--- config.mk ---
export PLATFORM = sky130hd
export DESIGN_NAME = fir_requant_decim
export DESIGN_NICKNAME = d
export VERILOG_FILES = /design/src/rtl/fir_requant_decim.sv
export SDC_FILE = /design/constraint.sdc
export NUM_CORES = 1
export LEC_CHECK = 0
export ABC_AREA = 1
export BUFFER_PORTS_ARGS = -buffer_cell sky130_fd_sc_hd__buf_2
export CAP_MARGIN = 20
export CORE_MARGIN = 2
export CORE_UTILIZATION = 40
export CTS_BUF_LIST = sky130_fd_sc_hd__clkbuf_4
export CTS_CLUSTER_SIZE = 8
export DETAILED_ROUTE_END_ITERATION = 10
export GPL_TIMING_DRIVEN = 0
export RECOVER_POWER = 50
export SYNTH_ARGS = -nofsm -noshare
export SYNTH_HDL_FRONTEND = slang
export SYNTH_SLANG_ARGS = --single-unit
--- constraint.sdc ---
create_clock -name clk -period 2.7 [get_ports clk]
set_clock_uncertainty 0.15 [all_clocks]
set_input_delay 0.135 -clock clk [delete_from_list [all_inputs] [get_ports clk]]
set_output_delay 0.135 -clock clk [all_outputs]
set_load 0.03 [all_outputs]
--- src/rtl/fir_requant_decim.sv ---
// fir_requant_decim
//   Requantiser and decimator placed behind the pipelined FIR. Each kept
//   sample is rounded half-up, shifted right by SHIFT and saturated to OUT_W
//   bits. It is then written into a show-ahead FIFO. When the FIFO is full
//   and nobody pops, the sample is dropped and counted, so the FIR is never
//   stalled.
//
// Ports
//   clk        : single clock
//   rst        : asynchronous active-low reset
//   din        : signed IN_W-bit sample from the FIR
//   din_valid  : qualifies din; the phase counter advances only on valid
//   clr_ovf    : synchronous clear of ovf and drop_cnt
//   dout       : signed OUT_W-bit sample at the FIFO head (0 when empty)
//   dout_valid : FIFO not empty
//   dout_ready : consumer ready
//   sat_pulse  : the sample presented for write this cycle was clipped
//   ovf        : sticky; a kept sample was dropped on a full FIFO
//   drop_cnt   : saturating count of dropped samples
//
// Handshake: a transfer on the output happens on a rising edge where
// dout_valid and dout_ready are both high. dout_valid never depends on
// dout_ready. dout is stable while dout_valid is high and nothing is popped.
// dout_ready has no effect while dout_valid is low.
module fir_requant_decim #(
    parameter int IN_W       = 32,
    parameter int OUT_W      = 16,
    parameter int SHIFT      = 15,
    parameter int DECIM      = 4,
    parameter int FIFO_DEPTH = 8
) (
    input  logic             clk,
    input  logic             rst,
    input  logic [IN_W-1:0]  din,
    input  logic             din_valid,
    input  logic             clr_ovf,
    output logic [OUT_W-1:0] dout,
    output logic             dout_valid,
    input  logic             dout_ready,
    output logic             sat_pulse,
    output logic             ovf,
    output logic [15:0]      drop_cnt
);

    localparam int PH_W = (DECIM > 1) ? $clog2(DECIM) : 1;
    localparam int AW   = (FIFO_DEPTH > 1) ? $clog2(FIFO_DEPTH) : 1;

    localparam logic [PH_W-1:0]      PH_LAST = PH_W'(DECIM - 1);
    localparam logic [AW:0]          DEPTH_C = (AW+1)'(FIFO_DEPTH);
    localparam logic signed [IN_W:0] RND     = (IN_W+1)'(1) << (SHIFT - 1);
    localparam logic signed [IN_W:0] SAT_MAX = (IN_W+1)'((1 << (OUT_W - 1)) - 1);
    // Bitwise inverse of +max is -max-1, the most negative OUT_W value.
    localparam logic signed [IN_W:0] SAT_MIN = ~SAT_MAX;

    // ---------------- decimation ----------------
    logic [PH_W-1:0] phase;
    logic            keep;

    assign keep = din_valid && (phase == '0);

    always_ff @(posedge clk or negedge rst) begin
        if (!rst) begin
            phase <= '0;
        end else if (din_valid) begin
            phase <= (phase == PH_LAST) ? '0 : phase + PH_W'(1);
        end
    end

    // ---------------- stage 1: round and shift ----------------
    // One extra bit keeps the rounding add from wrapping near +full-scale.
    logic signed [IN_W:0] din_ext;
    logic signed [IN_W:0] rnd_sum;
    logic signed [IN_W:0] r_next;
    logic signed [IN_W:0] s1_r;
    logic                 s1_valid;

    always_comb begin
        din_ext = {din[IN_W-1], din};
        rnd_sum = din_ext + RND;
        r_next  = rnd_sum >>> SHIFT;
    end

    always_ff @(posedge clk or negedge rst) begin
        if (!rst) begin
            s1_valid <= 1'b0;
            s1_r     <= '0;
        end else begin
            s1_valid <= keep;
            if (keep) begin
                s1_r <= r_next;
            end
        end
    end

    // ---------------- stage 2: saturate ----------------
    logic [OUT_W-1:0] q_next;
    logic             sat_next;
    logic [OUT_W-1:0] s2_data;
    logic             s2_sat;
    logic             s2_valid;

    always_comb begin
        q_next   = s1_r[OUT_W-1:0];
        sat_next = 1'b0;
        if (s1_r > SAT_MAX) begin
            q_next   = SAT_MAX[OUT_W-1:0];
            sat_next = 1'b1;
        end else if (s1_r < SAT_MIN) begin
            q_next   = SAT_MIN[OUT_W-1:0];
            sat_next = 1'b1;
        end
    end

    always_ff @(posedge clk or negedge rst) begin
        if (!rst) begin
            s2_valid <= 1'b0;
            s2_sat   <= 1'b0;
            s2_data  <= '0;
        end else begin
            s2_valid <= s1_valid;
            if (s1_valid) begin
                s2_sat  <= sat_next;
                s2_data <= q_next;
            end
        end
    end

    assign sat_pulse = s2_valid & s2_sat;

    // ---------------- output FIFO ----------------
    logic [OUT_W-1:0] mem [FIFO_DEPTH];
    logic [AW-1:0]    wr_ptr;
    logic [AW-1:0]    rd_ptr;
    logic [AW:0]      count;
    logic             full;
    logic             pop;
    logic             push;
    logic             drop;

    assign dout_valid = (count != '0);
    assign full       = (count == DEPTH_C);
    assign pop        = dout_valid & dout_ready;
    // A full FIFO still accepts a write when the head leaves on the same edge.
    assign push       = s2_valid & (~full | pop);
    assign drop       = s2_valid & full & ~pop;
    assign dout       = dout_valid ? mem[rd_ptr] : '0;

    always_ff @(posedge clk) begin
        if (push) begin
            mem[wr_ptr] <= s2_data;
        end
    end

    always_ff @(posedge clk or negedge rst) begin
        if (!rst) begin
            wr_ptr <= '0;
            rd_ptr <= '0;
            count  <= '0;
        end else begin
            if (push) begin
                wr_ptr <= wr_ptr + AW'(1);
            end
            if (pop) begin
                rd_ptr <= rd_ptr + AW'(1);
            end
            case ({push, pop})
                2'b10:   count <= count + (AW+1)'(1);
                2'b01:   count <= count - (AW+1)'(1);
                default: count <= count;
            endcase
        end
    end

    // ---------------- overflow reporting ----------------
    // A drop on the same edge as clr_ovf restarts the count at one.
    always_ff @(posedge clk or negedge rst) begin
        if (!rst) begin
            ovf      <= 1'b0;
            drop_cnt <= '0;
        end else if (drop) begin
            ovf <= 1'b1;
            if (clr_ovf) begin
                drop_cnt <= 16'd1;
            end else if (drop_cnt != 16'hFFFF) begin
                drop_cnt <= drop_cnt + 16'd1;
            end
        end else if (clr_ovf) begin
            ovf      <= 1'b0;
            drop_cnt <= '0;
        end
    end

endmodule

After elaboration in Yosys (flattened, before gate mapping)
Memory sizes are Yosys's and may differ from the RTL's.
Index checks and enable logic that the tools add are counted.
{"block": "totals", "ramBits": 128, "output_inout_bits": 35, "reg_bits": 66, "mem_count": 1}
{"block": "op_classes", "n_reduce_logical": 7, "order_cmp": 2, "n_eq_ne": 5, "bitwise_logic": 8, "muxes": 15, "n_addsub": 7}
{"memory": "mem", "depth": 8, "word_bits": 16, "rd": 1, "rd_clocked_by_memory_dff": 0, "wr": 1, "line": "131", "text": "logic [OUT_W-1:0] mem [FIFO_DEPTH];"}
{"cell": "16-bit two-way mux", "n": 7}
{"cell": "32-bit by 16-bit adder with 33-bit output, second input constant", "n": 1}
{"cell": "18-bit by 16-bit greater-than comparator with 1-bit output, second input constant", "n": 1}
{"cell": "18-bit by 16-bit less-than comparator with 1-bit output, second input constant", "n": 1}
{"cell": "16-bit by 1-bit adder with 16-bit output, second input constant", "n": 1}
{"cell": "16-bit inequality test, second input constant", "n": 1}
{"cell": "4-bit case mux with 2 select lines", "n": 1}
{"cell": "3-bit by 1-bit adder with 3-bit output, second input constant", "n": 2}
{"cell": "1-bit two-way mux", "n": 6}
{"cell": "2-bit nonzero test", "n": 3}
{"cell": "1-bit AND", "n": 5}
{"cell": "4-bit by 1-bit adder with 4-bit output, second input constant", "n": 1}
{"cell": "2-bit == test, second input constant", "n": 2}
{"cell": "4-bit == test, second input constant", "n": 1}
{"cell": "4-bit nonzero test", "n": 1}
{"cell": "4-bit by 1-bit subtractor with 4-bit output, second input constant", "n": 1}
{"cell": "2-bit by 1-bit adder with 2-bit output, second input constant", "n": 1}
{"cell": "2-bit by 1-bit == test with 1-bit output, second input constant", "n": 1}
{"cell": "2-bit logical NOT", "n": 1}
{"cell": "2-bit two-way mux", "n": 1}
{"cell": "1-bit inverter", "n": 2}
{"cell": "2-bit AND reduction", "n": 1}
{"cell": "1-bit logical AND", "n": 1}
{"cell": "1-bit bitwise OR", "n": 1}

Depth between registers and ports, before layout
Gate-level depths: netlist of the first run.
{"block": "depth", "word_depth": 6, "ltp_mapped": 16, "depth_no_buf": 16}

Worst setup path after synthesis of the first run
Ideal clock, no wire load.
{"block": "synth_timing", "path_kind": "register to register", "start": "register count[0]", "end": "memory mem[4][0] (enable)", "setup_time_ns": 0.388, "slack_ns": 0.494, "period_less_slack_ns": 2.206, "path_stages_with_launch": 6, "arrival_time_ns": 1.667, "cell_sequence": "dfrtp_1 -> nor2_4 -> nand4_1 -> nand2_1 -> or2_2 -> nor2_1"}
{"block": "synth_via", "elab_chain_len": 6}
{"item": "start, declared", "line": "134", "text": "logic [AW:0] count;"}
{"item": "start signal, assigned", "line": "167", "text": "2'b10: count <= count + (AW+1)'(1);"}
{"item": "start signal, assigned", "line": "168", "text": "2'b01: count <= count - (AW+1)'(1);"}
{"item": "start signal, assigned", "line": "169", "text": "default: count <= count;"}
{"item": "4-bit nonzero test / 4-bit == test (equally long branches)", "line": "140, 141"}
{"item": "1-bit AND / 1-bit inverter (equally long branches)", "line": "142, 144"}
{"item": "1-bit bitwise OR (*)", "line": "144", "text": "assign push = s2_valid & (~full | pop);"}
{"item": "1-bit AND (*)", "line": "144"}
{"item": "1-bit two-way mux (*)", "line": "149", "text": "if (push) begin"}
{"item": "1-bit two-way mux (implied by the code) (*)", "line": "150", "text": "mem[wr_ptr] <= s2_data;"}
{"item": "end, declared", "line": "131"}
Mark *: on every way between the ends. The rest lies on a longest branch, timed or not.

Final worst setup path of the first run
{"block": "layout_timing", "start": "input din[27]", "end": "register s1_r[16]"}
{"block": "layout_via", "elab_chain_len": 1}
{"item": "start, declared", "line": "34", "text": "input logic [IN_W-1:0] din,"}
{"item": "32-bit by 16-bit adder with 33-bit output", "line": "79", "text": "rnd_sum = din_ext + RND;"}
{"item": "end signal, assigned", "line": "90", "text": "s1_r <= r_next;"}
{"item": "end, declared", "line": "74", "text": "logic signed [IN_W:0] s1_r;"}
No other way between the ends.
A chain may end at the register's enable or synchronous reset.

==> results.md, run 1 <==
* Status: finished with violations
* Failing checks: max-capacitance violations, max-slew violations
* Slew Limit Headroom at -0.118
* Final net count at 1,029
* Crit-path max FO at 3
* Detail Route Antenna Nets at 0
* Site Rows at 53
* Vias at 6,299
* Most common cell on crit path: dlygate4sd3_1
* First DRT Iteration DRCs at 350
* Syn_area_per_cell at 10.1 um2
* CTS tree: done
* DRC at 0
* Crit. End Element: register
* Mapped Cells at 858
* Critical path, cell by cell: dlygate4sd3_1 -> buf_2 -> inv_1 -> nor3_1 -> dlygate4sd3_1 -> nand4_1 -> dlygate4sd3_1 -> nand3_1 -> dlygate4sd3_1
* CP Data Required Time at 3.08 ns
* Root buffer cell: clkbuf_4
* Via/cell ratio at 4.94
* Min Tclk post-route at 2.57 ns
* Crit path kind: input pin to register
* Slowest CP cell: dlygate4sd3_1
* Total Routing Usage GR at 0.177
* Clk Latency, worst-skew pair at 0.60 ns
* Dominant cells by area after synthesis: edfxtp_1, dfrtp_1, nor2_1, nand2_1, o21ai_0
* Hold crit path type: input pin to register
* Max cap viols at 1
* Post-detail-place hpwl at 13,200 um
* EDFF count, synth at 128
* RSZ-0062 raised after global routing: yes
* Multi-input logic area at 2860 um2
* Largest net degree at the start of global routing at 67
* Final std cells w/o fill at 1,274
* Ports at 72
* Setup violators final at 0
* Vias in the first global route at 6,078
* Post-DP Area at 9370 um2
* Die Span Y at 151 um
* Peak supply drop at 0.000344 V
* First-pass GRT wire length at 31,100 um
* Routed len/inst at 14.9 um
* Initial Util at 0.409
* Aggregate routed wire length at 19,000 um
* Total core area at 21,200 um2
* Register area share after synthesis at 0.635
* Final Slew Violations at 67
* Gpl congestion at 0.854
* Die X-Extent at 151 um
* Hold slack at 0.156 ns
* Port bufs at 56
* Net Count, Synth at 902
* Cell Area, Synth at 8660 um2
* Worst-path clk slew at 0.17 ns
* Final period utilization at 0.950
* Post-synth cell types at 34
* Synth Flop Type: edfxtp_1
* F_max at 390 MHz
* Yosys top cell by area: edfxtp_1
* Maximum root-to-sink buffer count at 2
* WP buf/inv at 6
* Clock sinks at 194
* Async SR Flop Fraction at 0.340
* Placed insts at 1,196
* Final Hold Viols at 0
* Gr ovfl total at 0
* Pleak at 4.07 nW
* Post-route cell area at 10,200 um2
* Worst path arrival time at 2.94 ns
* PwrDens at 962 nW/um2
* Worst-Margin Slew at 1.68 ns
* Final Util at 0.484
* Share of the synthesized area in the top cell type at 0.444
* Worst setup SP type: input pin
* 1st-pass router iterations at 5
* Delay-heaviest family, CP: buffers and inverters
* Setup Buffers After CTS at 0
* DIE AREA at 22,800 um2
* Share of layout cells above drive strength 1 at 0.160
* Synth warnings at 0
* CTS Buf Count at 17
* Area delta synth->final at 18.2%
* PnR Total Power at 0.00984 W
* FF+latch area at 5500 um2
* Initial antenna violation count at 1
* Max incr delay on CP at 0.61 ns
* H-tree depth at 4
* Register bit count reported by yosys at 194
* Layout fillers at 1,972
==> power breakdown <==
part	switching [W]	leakage (nW)	internal (W)
clock network	0.00109	0.161	0.000522
logic	0.00248	1.90	0.00130
registers	0.000516	2.01	0.00392
==> cell usage after synthesis, types with 7 or more instances <==
library cell / count
ha_1: 7
clkbuf_1: 14
nand3_1: 25
inv_1: 44
buf_2: 16
dfrtp_1: 66
nor2_1: 174
edfxtp_1: 128
o21ai_0: 110
o32ai_1: 16
nor3_1: 10
nand2_1: 156
nand4_1: 19
xor2_1: 14
==> cells in the final DEF, fill, tap and decap left out, drive strengths merged <==
cell type,count
a31oi,5
or2,2
edfxtp,128
diode,1
nor3,11
inv,55
a21oi,4
dlygate4sd3,46
o21ai,123
clkinvlp,1
buf,74
clkinv,7
xnor2,2
xor2,14
nor2,181
o32ai,16
nand2,163
nand3,30
nand4,20
bufinv,1
ha,7
clkbuf,40
o21bai,2
dfrtp,66
==> logic make-up after synthesis <==
kind of cell	after synthesis	synth area share
compound gates	150	0.0988
xor+xnor	16	0.0162
fa+ha+maj	7	0.0101
buf+inv	84	0.0397
flops	194	0.635
simple gates	407	0.200
==> cell type report <==
| type | instances | share of cell area |
|---|---|---|
| Antenna cell | 1 | 0.000245 |
| Buffer | 33 | 0.0204 |
| Clock buffer | 18 | 0.0132 |
| Clock inverter | 14 | 0.0164 |
| Inverter | 50 | 0.0185 |
| Multi-Input combinational cell | 580 | 0.279 |
| Sequential cell | 194 | 0.537 |
| Tap cell | 275 | 0.0336 |
| Timing Repair Buffer | 109 | 0.0816 |
==> state kept, by name, indices dropped and copies added (netlist names) <==
register and count:
rd_ptr 3, count 4, s2_data 16, s1_valid 1
drop_cnt 16, ovf 1, mem 128, phase 2
s1_r 18, wr_ptr 3, s2_valid 1, s2_sat 1
==> routing by layer <==
layer,routed length (um),part of all wire,global-route usage
met5,0,0,0
met1,9170,0.48,0.247
met2,8840,0.46,0.286
met4,217,0.011,0.0467
met3,801,0.042,0.0346
==> worst paths after layout <==
kind	startpoint	end	slack, ns	cells after the start
worst min-delay path	din_valid	phase[0]	0.16	3
max in group asynchronous	rst	s1_r[14]	1.06	2
min in group asynchronous	rst	rd_ptr[0]	0.31	2
worst max-delay path	din[27]	s1_r[16]	0.13	9
worst max register to register	count[0]	mem[2][2]	0.34	5
worst min register to register	s1_valid	s2_valid	0.27	0
==> through the flow <==
step	setup WS, ns	setup TNS, ns
5_1_grt	-0.0379	-0.100
3_3_place_gp	-0.114	-5.36
3_5_place_dp	0.326	0
4_1_cts	0.00415	0
6_report	0.134	0
2_1_floorplan	0.494	0
==> timing repair <==
| item | 4_1_cts | 5_1_grt |
|---|---|---|
| endpoints found under the hold margin | 112 | 0 |
| resized for setup | 9 | 48 |
| endpoints found under the setup margin | 14 | 16 |
| pin swaps | 0 | 5 |
| hold buffers | 46 | 0 |
==> worst min-delay path, cell delays in order <==
cell	delay, ns
dlygate4sd3_1	0.52
buf_2	0.14
o21ai_0	0.08
No activity file was read; power rests on OpenSTA's default activity.
==> run 2, diff against run 1 <==
Settings changed: CELL_PAD_IN_SITES_DETAIL_PLACEMENT set to 1, CELL_PAD_IN_SITES_GLOBAL_PLACEMENT set to 1, PLACE_DENSITY_LB_ADDON set to 0.1.
==> results.md, run 2 (synthesized netlist as in run 1, its figures left out) <==
* Status: finished with violations (unchanged)
* Failing checks: max-capacitance violations, max-slew violations (unchanged)
* H-tree depth at 4 (unchanged)
* Commonest non-fill, non-tap cells in the layout: nor2_1, nand2_1, edfxtp_1 (unchanged)
* Initial Util at 0.409 (unchanged)
* CP Data Required Time at 2.41 ns (was 3.08 ns)
* Biggest regs: mem (128), s1_r (18) (unchanged)
* F_max at 388 MHz (was 390 MHz)
* WHS Endpoint: s1_r[4] (was phase[0])
* Final net count at 1,030 (was 1,029)
* PnR Total Power at 0.00989 W (was 0.00984 W)
* Vias at 6,560 (was 6,299)
* Number of flip-flops in the largest register at 128 (unchanged)
* Gpl congestion at 0.820 (was 0.854)
* Reg-to-reg slack, setup at 0.33 ns (was 0.34 ns)
* 1st-pass router iterations at 5 (unchanged)
* Hold slack at 0.0622 ns (was 0.156 ns)
* Hold crit path type: input pin to register (unchanged)
* Vias in the first global route at 6,864 (was 6,078)
* Initial antenna violation count at 1 (unchanged)
* First DRT Iteration DRCs at 286 (was 350)
* Worst Hold Depth at 5 (was 3)
* Aggregate routed wire length at 22,200 um (was 19,000 um)
* Crit-path max FO at 10 (was 3)
* Final Slew Violations at 67 (unchanged)
* Setup TNS at 0 ns (unchanged)
* Worst path arrival time at 2.29 ns (was 2.94 ns)
* Total core area at 21,200 um2 (unchanged)
* Min-delay src: din[14] (was din_valid)
* Area delta synth->final at 17.4% (was 18.2%)
* Share of layout cells above drive strength 1 at 0.155 (was 0.160)
* Die X-Extent at 151 um (unchanged)
* RSZ-0062 raised after global routing: yes (unchanged)
* R2r startpoint: count[2] (was count[0])
* First-pass GRT wire length at 35,800 um (was 31,100 um)
* Clk Latency, worst-skew pair at 0.58 ns (was 0.60 ns)
* Min Tclk post-route at 2.58 ns (was 2.57 ns)
* Worst reg2reg path depth at 7 (was 5)
* Site Rows at 53 (unchanged)
* Reg-to-Reg End: mem[7][12] (was mem[2][2])
* Crit. End Element: output pin (was register)
* DIE AREA at 22,800 um2 (unchanged)
* Post-detail-place hpwl at 16,500 um (was 13,200 um)
* Crit path kind: register to output pin (was input pin to register)
* Ports at 72 (unchanged)
* Total Routing Usage GR at 0.205 (was 0.177)
* Clock sinks at 194 (unchanged)
* Final period utilization at 0.955 (was 0.950)
* Final Util at 0.481 (was 0.484)
* Final Hold Viols at 0 (unchanged)
* CTS Buf Count at 17 (unchanged)
* Pleak at 4.04 nW (was 4.07 nW)
* CTS tree: done (unchanged)
* Detail Route Antenna Nets at 0 (unchanged)
* Die Span Y at 151 um (unchanged)
* Final WS setup at 0.122 ns (was 0.134 ns)
* Commonest non-fill, non-tap cell in the layout: nor2_1 (unchanged)
* Slew Limit Headroom at -0.108 (was -0.118)
* PwrDens at 973 nW/um2 (was 962 nW/um2)
* Gr ovfl total at 0 (unchanged)
* Port bufs at 56 (unchanged)
* Peak supply drop at 0.000386 V (was 0.000344 V)
* Pre-CTS setup slack at 0.333 ns (was 0.326 ns)
* Reg with most FFs: mem (unchanged)
* Worst setup SP type: register (was input pin)
* Layout fillers at 2,395 (was 1,972)
* Root buffer cell: clkbuf_4 (unchanged)
* Max cap viols at 1 (unchanged)
* Setup violators final at 0 (unchanged)
* Maximum root-to-sink buffer count at 2 (unchanged)
* Routed len/inst at 17.4 um (was 14.9 um)
* Worst-Margin Slew at 1.66 ns (was 1.68 ns)
* Largest net degree at the start of global routing at 67 (unchanged)
* DRC at 0 (unchanged)
* Via/cell ratio at 5.15 (was 4.94)
* Worst-path clk slew at 0.16 ns (was 0.17 ns)
==> run 2: cell count changes in the layout (fill, tap and decap cells not counted), moves of 2 or more <==
cell	before	now
clkinv_4	2	5
buf_2	54	56
buf_4	11	13
clkinv_8	2	0
clkbuf_4	28	24
o32ai_1	13	16
buf_6	5	7
o32ai_2	3	0
buf_8	3	0
==> run 2: worst max path at each step <==
| stage | startpoint | endpoint | slack [ns] | cells past startpoint |
|---|---|---|---|---|
| after floorplan | count[0] | mem[4][0] | 0.49 | 5 |
| after global placement | count[2] | mem[0][9] | -0.20 | 5 |
| after detailed placement | count[2] | mem[7][10] | 0.33 | 7 |
| after CTS | rd_ptr[2] | dout[14] | 0.01 | 5 |
| after global routing | rd_ptr[0] | dout[15] | -0.03 | 7 |
| final | rd_ptr[0] | dout[7] | 0.12 | 7 |
==> run 2: critical path: stages (launching register included) <==
cell and delay (ns):
dfrtp_1 0.41, buf_4 0.20, buf_4 0.23, nor2_1 0.07
o32ai_1 0.31, nor2_1 0.12, nor2_2 0.19, buf_4 0.18
==> run 2: report_power, final <==
part / internal, W / switching, W
clock: 0.000582 / 0.00105
combinational: 0.00125 / 0.00256
sequential: 0.00392 / 0.000528
total: 0.00576 / 0.00413
==> run 2: per-stage QoR <==
step	instance area [um2]	cells
global route	10200	1275
detailed placement	9370	1197
finish	10200	1275
global placement	9280	1189
CTS	10200	1273
floorplan	8660	858
==> run 2: timing repair <==
item,4_1_cts,5_1_grt
buffers inserted,0,1
pin swaps,0,3
resized for setup,17,22
hold buffers,45,0
hold endpoints to repair,110,0
endpoints found under the setup margin,16,15
==> run 2: per-layer routing <==
| metal | GRT usage | wire [um] |
|---|---|---|
| met1 | 0.254 | 9790 |
| met2 | 0.371 | 11400 |
| met3 | 0.0295 | 624 |
| met4 | 0.0626 | 332 |
| met5 | 0 | 0 |
==> run 2: layout make-up <==
class,instances,area (um2),area share
clock inverter,15,175,0.0172
buffer,33,205,0.0202
tap,275,344,0.0339
sequential,194,5500,0.541
multi-input combinational,580,2810,0.276
clock buffer,17,128,0.0126
timing repair buffer,110,817,0.0804
inverter,50,189,0.0186
antenna,1,2.50,0.000246
==> run 3, diff against run 2 <==
Clock period 2.7 ns to 3 ns, I/O delays scaled along.
==> results.md, run 3 (synthesized netlist as in run 1, its figures left out) <==
* Status: finished with violations (unchanged)
* Failing checks: max-capacitance violations, max-slew violations (unchanged)
* Ports at 72 (unchanged)
* Slew Limit Headroom at -0.108 (about the same)
* Die X-Extent at 151 um (unchanged)
* Setup TNS at 0 ns (unchanged)
* Initial antenna violation count at 1 (unchanged)
* Slowest CP cell: dfrtp_1 (unchanged)
* Register share of total power at 0.455 (was 0.450)
* Port bufs at 56 (unchanged)
* R2r startpoint: count[0] (was count[2])
* Initial Util at 0.409 (unchanged)
* Routed len/inst at 17.4 um (about the same)
* Crit. End Element: output pin (unchanged)
* Sw Pwr at 0.00369 W (was 0.00413 W)
* Switching fraction of total power at 0.421 (was 0.418)
* Root buffer cell: clkbuf_4 (unchanged)
* First-pass GRT wire length at 35,800 um (about the same)
* Via/cell ratio at 5.17 (was 5.15)
* Crit path kind: register to output pin (unchanged)
* Vias in the first global route at 6,872 (was 6,864)
* Final Hold Viols at 0 (unchanged)
* CTS tree: done (unchanged)
* Final net count at 1,028 (was 1,030)
* Share of layout cells above drive strength 1 at 0.147 (was 0.155)
* Reg with most FFs: mem (unchanged)
* Number of flip-flops in the largest register at 128 (unchanged)
* Critical path, cell by cell: inv_1 -> buf_2 -> buf_2 -> nor2_1 -> o32ai_1 -> nor2_1 -> nor2_1 -> buf_2 (was buf_4 -> buf_4 -> nor2_1 -> o32ai_1 -> nor2_1 -> nor2_2 -> buf_4)
* PwrDens at 870 nW/um2 (was 973 nW/um2)
* Clk Latency, worst-skew pair at 0.58 ns (about the same)
* Setup violators final at 0 (unchanged)
* Min-delay src: din[14] (unchanged)
* WHS Endpoint: s1_r[1] (was s1_r[4])
* Worst reg2reg path depth at 15 (was 7)
* Total core area at 21,200 um2 (unchanged)
* Commonest non-fill, non-tap cell in the layout: nor2_1 (unchanged)
* Worst-Margin Slew at 1.66 ns (about the same)
* Final Slew Violations at 67 (unchanged)
* Reg-to-reg slack, setup at 0.48 ns (was 0.33 ns)
* Delay-heaviest family, CP: buffers and inverters (unchanged)
* M1 GR Usage at 0.254 (about the same)
* Worst-path clk slew at 0.16 ns (about the same)
* Internal power at 0.00507 W (was 0.00576 W)
* WP buf/inv at 4 (was 3)
* First DRT Iteration DRCs at 292 (was 286)
* Site Rows at 53 (unchanged)
* CP Data Required Time at 2.70 ns (was 2.41 ns)
* Reg-to-Reg End: count[2] (was mem[7][12])
* RSZ-0062 raised after global routing: no (was yes)
* Pleak at 4.00 nW (was 4.04 nW)
* DRC at 0 (unchanged)
* Crit-path max FO at 10 (unchanged)
* Clock power share at 0.167 (was 0.165)
* Clock sinks at 194 (unchanged)
* DIE AREA at 22,800 um2 (unchanged)
* Detail Route Antenna Nets at 0 (unchanged)
* H-tree depth at 4 (unchanged)
* F_max at 355 MHz
* Max incr delay on CP at 0.44 ns (was 0.41 ns)
* Max cap viols at 1 (unchanged)
* Gr ovfl total at 0 (unchanged)
* CTS Buf Count at 17 (unchanged)
* Aggregate routed wire length at 22,100 um (was 22,200 um)
* Hold crit path type: input pin to register (unchanged)
* Worst Hold Depth at 4 (was 5)
* Maximum root-to-sink buffer count at 2 (unchanged)
* Largest net degree at the start of global routing at 67 (unchanged)
* Setup Buffers After CTS at 0 (unchanged)
* Die Span Y at 151 um (unchanged)
* 1st-pass router iterations at 5 (unchanged)
* Commonest non-fill, non-tap cells in the layout: nor2_1, nand2_1, edfxtp_1 (unchanged)
* Vias at 6,580 (was 6,560)
* Peak supply drop at 0.000369 V (was 0.000386 V)
* Final period utilization at 0.938
* Area delta synth->final at 16.3% (was 17.4%)
* Post-detail-place hpwl at 16,500 um (unchanged)
* GR Util met2 at 0.372 (was 0.371)
* Worst setup SP type: register (unchanged)
* Met3 Usage GRT at 0.0295 (unchanged)
* Total Routing Usage GR at 0.205 (about the same)
* Combinational power share at 0.377 (was 0.385)
* Min Tclk post-route at 2.81 ns
* Gpl congestion at 0.820 (unchanged)
* Worst path arrival time at 2.51 ns (was 2.29 ns)
* Layout fillers at 2,402 (was 2,395)
* Biggest regs: mem (128), s1_r (18) (unchanged)
* Hold slack at 0.0597 ns (was 0.0622 ns)
* Top Usage Layer GRT: met2 (unchanged)
==> run 3: cell count changes in the layout (fill, tap and decap cells not counted), moves of 2 or more <==
cell | before | now
buf_6 | 7 | 5
dlygate4sd3_1 | 45 | 43
clkbuf_1 | 9 | 13
o21ai_0 | 101 | 110
o21ai_1 | 15 | 6
buf_2 | 56 | 69
buf_4 | 13 | 4
clkbuf_4 | 24 | 17
==> run 3: what timing repair did <==
action | in CTS | in global routing
endpoints found under the setup margin | 0 | 5
hold buffers | 43 | 0
endpoints found under the hold margin | 108 | 0
gates resized for setup | 0 | 7
==> run 3: worst max path at each step <==
| stage | depth (start not counted) | end | from |
|---|---|---|---|
| 5_1_grt | 8 | dout[7] | rd_ptr[0] |
| 6_report | 8 | dout[7] | rd_ptr[0] |
| 3_5_place_dp | 7 | mem[7][10] | count[2] |
| 3_3_place_gp | 5 | mem[0][9] | count[2] |
| 4_1_cts | 8 | dout[7] | rd_ptr[0] |
| 2_1_floorplan | 5 | mem[4][0] | count[0] |
==> run 3: power by group through the flow <==
stage               registers (W)  clock network [W]  logic (W)
detailed placement        0.00406                  0    0.00325
floorplan                 0.00386                  0    0.00220
CTS                       0.00400            0.00152    0.00336
global placement          0.00401                  0    0.00309
global route              0.00406            0.00162    0.00370
finish                    0.00399            0.00147    0.00331
==> run 3: area by class of cell <==
type / instances / area (um2) / area share
Clock buffer: 17 / 128 / 0.0127
Timing Repair Buffer: 107 / 783 / 0.0778
Antenna cell: 1 / 2.50 / 0.000248
Multi-Input combinational cell: 580 / 2790 / 0.277
Tap cell: 275 / 344 / 0.0342
Sequential cell: 194 / 5500 / 0.546
Inverter: 50 / 189 / 0.0188
Buffer: 34 / 160 / 0.0159
Clock inverter: 15 / 175 / 0.0174
==> run 3: stage by stage <==
| stage | setup slack [ns] | instance area [um2] | util | std cells | power (W) |
|---|---|---|---|---|---|
| after CTS | 0.0194 | 10100 | 0.478 | 1272 | 0.00888 |
| after global routing | 0.00416 | 10100 | 0.476 | 1273 | 0.00938 |
| after detailed placement | 0.633 | 9370 | 0.443 | 1197 | 0.00731 |
| after floorplan | 0.794 | 8660 | - | 858 | 0.00606 |
| final | 0.186 | 10100 | 0.476 | 1273 | 0.00876 |
| after global placement | 0.0979 | 9280 | 0.439 | 1189 | 0.00710 |
==> run 3: worst reg2reg max path: stages (launching register included) <==
cell and delay (ns):
dfrtp_1 0.46, nor2_1 0.26, nand3_1 0.33, nand2_1 0.29, nor2_2 0.09, inv_2 0.09
nand2_1 0.06, nand2_1 0.06, inv_1 0.05, ha_1 0.18, inv_1 0.09, nand3_1 0.11
nand2_1 0.09, nand2_1 0.05, nand2_1 0.05, inv_1 0.03
==> run 3: layer usage <==
layer	vias up	share of wire
met4	0	0.014
met2	90	0.52
li1	3177	-
met1	3287	0.45
met5	-	0
met3	26	0.021
